--- src/rtl/hps_reset_requester.sv ---
// HPS reset requester: debounced cold/warm keys and a software handshake drive timed,
// active-low reset requests to the HPS. Define HPS_RST_STM_EVENTS_EN to build the STM event outputs.
module hps_reset_requester #(
    parameter int DEBOUNCE_CYCLES = 50000,
    parameter int PULSE_CYCLES    = 16,
    parameter int TIMEOUT_CYCLES  = 1000000
) (
    input  logic        clk_clk,
    input  logic        reset_reset,
    input  logic        key_cold_n,
    input  logic        key_warm_n,
    input  logic        sw_req_valid,
    output logic        sw_req_ready,
    input  logic [1:0]  sw_req_type,
    input  logic        h2f_reset_n,
    output logic        f2h_cold_reset_req_n,
    output logic        f2h_warm_reset_req_n,
    output logic        f2h_debug_reset_req_n,
    output logic [27:0] stm_hwevents,
    output logic        busy,
    output logic        timeout_err
);

    localparam int DB_W    = $clog2(DEBOUNCE_CYCLES + 1);
    localparam int PULSE_W = $clog2(PULSE_CYCLES + 1);
    localparam int TO_W    = $clog2(TIMEOUT_CYCLES + 1);

    localparam logic [DB_W-1:0]    DB_LAST    = DB_W'(DEBOUNCE_CYCLES - 1);
    localparam logic [PULSE_W-1:0] PULSE_LAST = PULSE_W'(PULSE_CYCLES - 1);
    localparam logic [TO_W-1:0]    TO_LAST    = TO_W'(TIMEOUT_CYCLES - 1);

    typedef enum logic [2:0] {
        S_IDLE,
        S_ASSERT,
        S_WAIT_ENTER,
        S_WAIT_EXIT,
        S_DONE
    } state_t;

    typedef enum logic [1:0] {
        K_COLD,
        K_WARM,
        K_DEBUG
    } kind_t;

    // Key index 0 is cold, index 1 is warm.
    logic [1:0]      w_key_raw;
    logic [1:0]      r_key_meta;
    logic [1:0]      r_key_sync;
    logic [1:0]      r_key_db;
    logic [DB_W-1:0] r_db_cnt [2];
    logic [1:0]      r_pend;
    logic [1:0]      w_key_fall;
    logic [1:0]      w_take;

    logic r_h2f_meta;
    logic r_h2f_sync;

    state_t             r_state;
    state_t             w_state_next;
    kind_t              r_kind;
    kind_t              w_kind_next;
    logic               w_sel;
    logic               w_timeout;
    logic               w_in_wait;
    logic [PULSE_W-1:0] r_pulse_cnt;
    logic [TO_W-1:0]    r_to_cnt;
    logic               r_cold_req_n;
    logic               r_warm_req_n;
    logic               r_debug_req_n;
    logic               r_timeout_err;
    logic               r_armed;

    assign w_key_raw = {key_warm_n, key_cold_n};

    // A falling debounced edge is the cycle the debounce counter commits a 0.
    always_comb begin
        for (int k = 0; k < 2; k++) begin
            w_key_fall[k] = r_key_db[k] & ~r_key_sync[k] & (r_db_cnt[k] == DB_LAST);
        end
    end

    // NOTE: synchronizers and debounced levels reset to 1 so the idle-high keys
    // and h2f_reset_n do not look like a press or an HPS reset when reset releases.
    always_ff @(posedge clk_clk or posedge reset_reset) begin
        if (reset_reset) begin
            r_key_meta <= 2'b11;
            r_key_sync <= 2'b11;
            r_key_db   <= 2'b11;
            r_pend     <= 2'b00;
            r_h2f_meta <= 1'b1;
            r_h2f_sync <= 1'b1;
            for (int k = 0; k < 2; k++) begin
                r_db_cnt[k] <= '0;
            end
        end else begin
            // NOTE: non-blocking assignments make every flop sample the pre-edge
            // value, which is what turns these two lines into a real two-stage chain.
            r_key_meta <= w_key_raw;
            r_key_sync <= r_key_meta;
            r_h2f_meta <= h2f_reset_n;
            r_h2f_sync <= r_h2f_meta;
            for (int k = 0; k < 2; k++) begin
                if (r_key_sync[k] != r_key_db[k]) begin
                    if (r_db_cnt[k] == DB_LAST) begin
                        r_key_db[k] <= r_key_sync[k];
                        r_db_cnt[k] <= '0;
                    end else begin
                        r_db_cnt[k] <= r_db_cnt[k] + DB_W'(1);
                    end
                end else begin
                    r_db_cnt[k] <= '0;
                end
                // Starting the sequence wins, so a press landing while pending is absorbed.
                if (w_take[k]) begin
                    r_pend[k] <= 1'b0;
                end else if (w_key_fall[k]) begin
                    r_pend[k] <= 1'b1;
                end
            end
        end
    end

    assign w_in_wait    = (r_state == S_WAIT_ENTER) || (r_state == S_WAIT_EXIT);
    assign sw_req_ready = r_armed && (r_state == S_IDLE) && (r_pend == 2'b00);
    assign busy         = (r_state != S_IDLE);

    always_comb begin
        // NOTE: every signal gets a default before the case so no path leaves
        // one unassigned, which would otherwise infer a latch.
        w_state_next = r_state;
        w_kind_next  = r_kind;
        w_take       = 2'b00;
        w_sel        = 1'b0;
        w_timeout    = 1'b0;
        case (r_state)
            S_IDLE: begin
                if (r_pend[0]) begin
                    w_take[0]   = 1'b1;
                    w_sel       = 1'b1;
                    w_kind_next = K_COLD;
                end else if (r_pend[1]) begin
                    w_take[1]   = 1'b1;
                    w_sel       = 1'b1;
                    w_kind_next = K_WARM;
                end else if (sw_req_valid && sw_req_ready) begin
                    case (sw_req_type)
                        2'b01: begin
                            w_sel       = 1'b1;
                            w_kind_next = K_COLD;
                        end
                        2'b10: begin
                            w_sel       = 1'b1;
                            w_kind_next = K_WARM;
                        end
                        2'b11: begin
                            w_sel       = 1'b1;
                            w_kind_next = K_DEBUG;
                        end
                        default: w_sel = 1'b0;
                    endcase
                end
                if (w_sel) begin
                    w_state_next = S_ASSERT;
                end
            end
            S_ASSERT: begin
                // The debug request has no h2f handshake to wait for.
                if (r_pulse_cnt == PULSE_LAST) begin
                    w_state_next = (r_kind == K_DEBUG) ? S_DONE : S_WAIT_ENTER;
                end
            end
            S_WAIT_ENTER: begin
                if (!r_h2f_sync) begin
                    w_state_next = S_WAIT_EXIT;
                end else if (r_to_cnt == TO_LAST) begin
                    w_state_next = S_DONE;
                    w_timeout    = 1'b1;
                end
            end
            S_WAIT_EXIT: begin
                if (r_h2f_sync) begin
                    w_state_next = S_DONE;
                end else if (r_to_cnt == TO_LAST) begin
                    w_state_next = S_DONE;
                    w_timeout    = 1'b1;
                end
            end
            S_DONE:  w_state_next = S_IDLE;
            default: w_state_next = S_IDLE;
        endcase
    end

    // Request outputs are registered from the next state so they cannot glitch.
    always_ff @(posedge clk_clk or posedge reset_reset) begin
        if (reset_reset) begin
            r_state       <= S_IDLE;
            r_kind        <= K_COLD;
            r_pulse_cnt   <= '0;
            r_to_cnt      <= '0;
            r_cold_req_n  <= 1'b1;
            r_warm_req_n  <= 1'b1;
            r_debug_req_n <= 1'b1;
            r_timeout_err <= 1'b0;
            r_armed       <= 1'b0;
        end else begin
            r_state       <= w_state_next;
            r_kind        <= w_kind_next;
            r_armed       <= 1'b1;
            r_cold_req_n  <= !((w_state_next == S_ASSERT) && (w_kind_next == K_COLD));
            r_warm_req_n  <= !((w_state_next == S_ASSERT) && (w_kind_next == K_WARM));
            r_debug_req_n <= !((w_state_next == S_ASSERT) && (w_kind_next == K_DEBUG));
            if (r_state == S_ASSERT) begin
                r_pulse_cnt <= r_pulse_cnt + PULSE_W'(1);
            end else begin
                r_pulse_cnt <= '0;
            end
            if (w_in_wait && (w_state_next == r_state)) begin
                r_to_cnt <= r_to_cnt + TO_W'(1);
            end else begin
                r_to_cnt <= '0;
            end
            if (w_sel) begin
                r_timeout_err <= 1'b0;
            end else if (w_timeout) begin
                r_timeout_err <= 1'b1;
            end
        end
    end

    assign f2h_cold_reset_req_n  = r_cold_req_n;
    assign f2h_warm_reset_req_n  = r_warm_req_n;
    assign f2h_debug_reset_req_n = r_debug_req_n;
    assign timeout_err           = r_timeout_err;

`ifdef HPS_RST_STM_EVENTS_EN
    logic [15:0] r_seq_cnt;
    logic        r_to_pulse;

    always_ff @(posedge clk_clk or posedge reset_reset) begin
        if (reset_reset) begin
            r_seq_cnt  <= '0;
            r_to_pulse <= 1'b0;
        end else begin
            r_to_pulse <= w_timeout;
            if (r_state == S_DONE) begin
                r_seq_cnt <= r_seq_cnt + 16'd1;
            end
        end
    end

    assign stm_hwevents = {r_seq_cnt, 7'd0, r_to_pulse, ~r_h2f_sync,
                           ~r_debug_req_n, ~r_warm_req_n, ~r_cold_req_n};
`else
    assign stm_hwevents = '0;
`endif

endmodule

--- config.mk ---
export PLATFORM = sky130hd
export DESIGN_NAME = hps_reset_requester
export DESIGN_NICKNAME = d
export VERILOG_FILES = /design/src/rtl/hps_reset_requester.sv
export SDC_FILE = /design/constraint.sdc
export NUM_CORES = 1
export LEC_CHECK = 0
export BUFFER_PORTS_ARGS = -buffer_cell sky130_fd_sc_hd__buf_2
export CORE_MARGIN = 3
export CORE_UTILIZATION = 50
export DETAILED_ROUTE_END_ITERATION = 10
export GPL_TIMING_DRIVEN = 0
export PLACE_DENSITY = 0.73
export SETUP_SLACK_MARGIN = 0.2
export SKIP_CTS_REPAIR_TIMING = 1
export SYNTH_ARGS = -nofsm -noshare
export SYNTH_HDL_FRONTEND = slang
export SYNTH_SLANG_ARGS = --single-unit
--- constraint.sdc ---
create_clock -name clk_clk -period 5.6 [get_ports clk_clk]
set_clock_uncertainty 0.2 [all_clocks]
set_input_delay 1.12 -clock clk_clk [delete_from_list [all_inputs] [get_ports clk_clk]]
set_output_delay 1.12 -clock clk_clk [all_outputs]
set_load 0.03 [all_outputs]
==> run summary <==
Status - finished, final reports clean
FP Rows - 31
DRC viols - 0
Die Area - 8810 sq um
Final Hold Viols - 0
Mapped Area - 3860 sq um
Mux cell area share after synthesis - 0%
TNS Setup - 0 ps
Clk_lat worst skew - 340 ps
CTS tree - built
CP required - 4280 ps
Hold_ws - 160 ps
Vias in the first global route - 2598
Hold Path Class - reg -> reg
Largest net degree at the start of global routing - 41
LEAKAGE - 2.02 nW
Util after Layout - 59.4%
Post-Synthesis Cells - 382
EDFF count, synth - 0
Clock-pin slew on the worst setup and hold paths - 80 ps
Buffers & Inverters on Critical Path - 3
Die X - 93.8 um
Sequential share of the synthesized area - 50.3%
Minimum clock period - 2970 ps
Router iterations before antenna repair - 4
Largest family of logic cells by synthesized area - simple AND/OR/NAND/NOR gates
Post-route ant nets - 0
Post-Place Cells - 522
Fmax achieved - 336 MHz
Crit. End Element - output port
Setup crit start - r_state[0]
Initial Util - 52.3%
Design area - 4380 sq um
Most used DFF post-synth - dfrtp_1
Max FO, Critical Path - 9
Multi-input logic area - 1680 sq um
Largest stage delay, worst path - 400 ps
Clk buf depth - 2
Compound-gate portion of the synthesized area - 7.14%
First-pass GRT wire length - 11.3 mm
CP delay by family, top - buffers and inverters
Final WS setup - 2630 ps
Total chip power - 1.28 mW
RePlAce Congestion - 0.828
Avg Inst Size Synth - 10.1 sq um
Critical Path AT - 1650 ps
Final Max Tran Viols - 0
Worst setup SP type - register
Io pins - 42
Share of cells above drive strength 1 - 19.4%
Area Overhead vs Synth - 13.5%
Post-synth ARST share - 100%
Dpl hpwl - 4.69 mm
Max VDD drop - 0.000139 V
H-tree Lvls - 3
Max cap viols - 0
CORE AREA - 7370 sq um
Pwr Density - 293 nW/um^2
Crit-path slowest cell - nor3_1
Critical path cell sequence - buf_2 -> nor3_1 -> inv_1 -> buf_2
Synthesized flop and latch total - 77
RSZ-0062 raised after global routing - no
Chip height - 93.8 um
Final net count - 449
Unique masters post-synth - 41
GRT overflow - 0
Setup CP Type - reg -> out
CP dominant cell by count - buf_2
XOR/XNOR share of the synthesized area - 8.40%
Min-Delay Startpoint - r_key_meta[1]
CTS buffer count - 9
DP Worst Slack - 2950 ps
Fillcell total - 642
Setup-failing EPs final - 0
Initial antenna violation count - 0
Root buffer cell - clkbuf_8
Post-Layout Cell Count - 538
TritonCTS Sinks - 77
Flip-flop and latch area - 1940 sq um
Buffers on Ports - 13
Final period util - 53.1%
# diodes - 0
Post-Synth Adder-Cell Area - 2.27%
First DRT Iteration DRCs - 60
Reg2reg start - r_db_cnt[16]
Synth warnings - 0
Vias per cell - 5.05
Post-DR wirelength/cell - 12.3 um
Area after DPL - 4170 sq um
DR vias - 2717
Final WL - 6.62 mm
Gr usage total - 16.2%
Area share of and/or/nand/nor cells after synthesis - 22.9%
[worst paths after layout]
kind	endpoint	slack [ps]	cells after the start
max	busy	2630	4
min	r_key_sync[1]	160	0
max reg2reg	r_db_cnt[25]	3390	8
min reg2reg	r_key_sync[1]	160	0
max in group asynchronous	r_key_db[1]	3970	3
min in group asynchronous	r_db_cnt[30]	600	2
[layout make-up]
cell class                 count  share of cell area (%)
tap                           99                    2.83
inverter                      11                    1.00
sequential                    77                    44.3
timing repair buffer          14                    1.94
clock inverter                 5                    1.31
clock buffer                  11                    3.46
multi-input combinational    277                    38.3
buffer                        44                    6.80
[cell usage after synthesis (2+ instances only)]
| cell type | instances | share of area (%) |
|---|---|---|
| clkbuf_1 | 5 | 0.49 |
| and4_1 | 9 | 2.0 |
| o31ai_1 | 7 | 1.4 |
| nand2b_1 | 6 | 0.97 |
| nand4_1 | 17 | 2.8 |
| or4_1 | 3 | 0.58 |
| nor4bb_1 | 4 | 1.0 |
| nor2_1 | 48 | 4.7 |
| nor4_1 | 2 | 0.32 |
| ha_1 | 7 | 2.3 |
| inv_1 | 11 | 1.1 |
| dfrtp_1 | 66 | 43 |
| xnor2_1 | 8 | 1.8 |
| buf_2 | 5 | 0.65 |
| conb_1 | 2 | 0.19 |
| a21oi_1 | 13 | 1.7 |
| nor4b_1 | 4 | 0.91 |
| nand2_1 | 15 | 1.5 |
| and3_1 | 9 | 1.5 |
| nand3_1 | 21 | 2.7 |
| xor2_1 | 29 | 6.6 |
| buf_4 | 31 | 6.0 |
| dfstp_2 | 11 | 7.5 |
| or3_1 | 9 | 1.5 |
| clkbuf_2 | 2 | 0.26 |
| and2_1 | 5 | 0.81 |
| o21ai_0 | 19 | 2.5 |
[worst reg2reg max path, delay by kind of cell, from the launching register on]
kind,cells,cell delay (ps)
adder cells (fa/ha/maj),1,190
buffers and inverters,3,770
flip-flops,1,390
AND/OR/NAND/NOR,4,560
[kinds of logic (layout without fill, tap and decap cells)]
logic type	count (synthesis)	count (layout)
other	2	29
and+or+nand+nor	158	158
AOI/OAI and AO/OA	46	46
DFF	77	77
xor gates and xnor gates	37	37
buffers and inverters	55	85
adders and majority gates	7	7
[where the power goes]
part | leakage, nW | switching [mW] | internal [mW]
Clock | 0.110 | 0.201 | 0.231
Sequential | 1.02 | 0.0215 | 0.596
Combinational | 0.888 | 0.158 | 0.0751
Total | 2.02 | 0.380 | 0.902
[layout by cell type, fill, tap and decap left out, types with 3 or more instances in the layout]
master | netlist | routed
nor2_1 | 48 | 48
dfrtp_1 | 66 | 66
dfstp_2 | 11 | 11
nand2_1 | 15 | 15
nor4b_1 | 4 | 4
clkbuf_8 | 0 | 11
inv_1 | 11 | 10
nand2b_1 | 6 | 6
buf_4 | 31 | 31
o31ai_1 | 7 | 7
and4_1 | 9 | 9
or3_1 | 9 | 9
a21oi_1 | 13 | 13
buf_2 | 5 | 18
and2_1 | 5 | 5
nand4_1 | 17 | 17
or4_1 | 3 | 3
ha_1 | 7 | 7
conb_1 | 2 | 29
nor4bb_1 | 4 | 4
xnor2_1 | 8 | 8
nand3_1 | 21 | 21
and3_1 | 9 | 9
o21ai_0 | 19 | 19
clkbuf_1 | 5 | 5
xor2_1 | 29 | 29
[registers in the layout, indices dropped and copies added, names as in the netlist]
name,count
r_kind,2
f2h_debug_reset_req_n,1
r_pulse_cnt,5
r_armed,1
r_to_cnt,20
f2h_warm_reset_req_n,1
timeout_err,1
r_state,3
r_h2f_sync,1
r_db_cnt,32
r_pend,2
f2h_cold_reset_req_n,1
r_key_meta,2
r_key_db,2
r_h2f_meta,1
r_key_sync,2
[layer usage]
layer  part of all wire [%]  global-route usage [%]
met1                     46                    20.5
met2                     49                    27.1
met3                    4.0                    5.29
met4                   0.56                    3.97
met5                      0                       0
(Power assumes the default switching activity.)
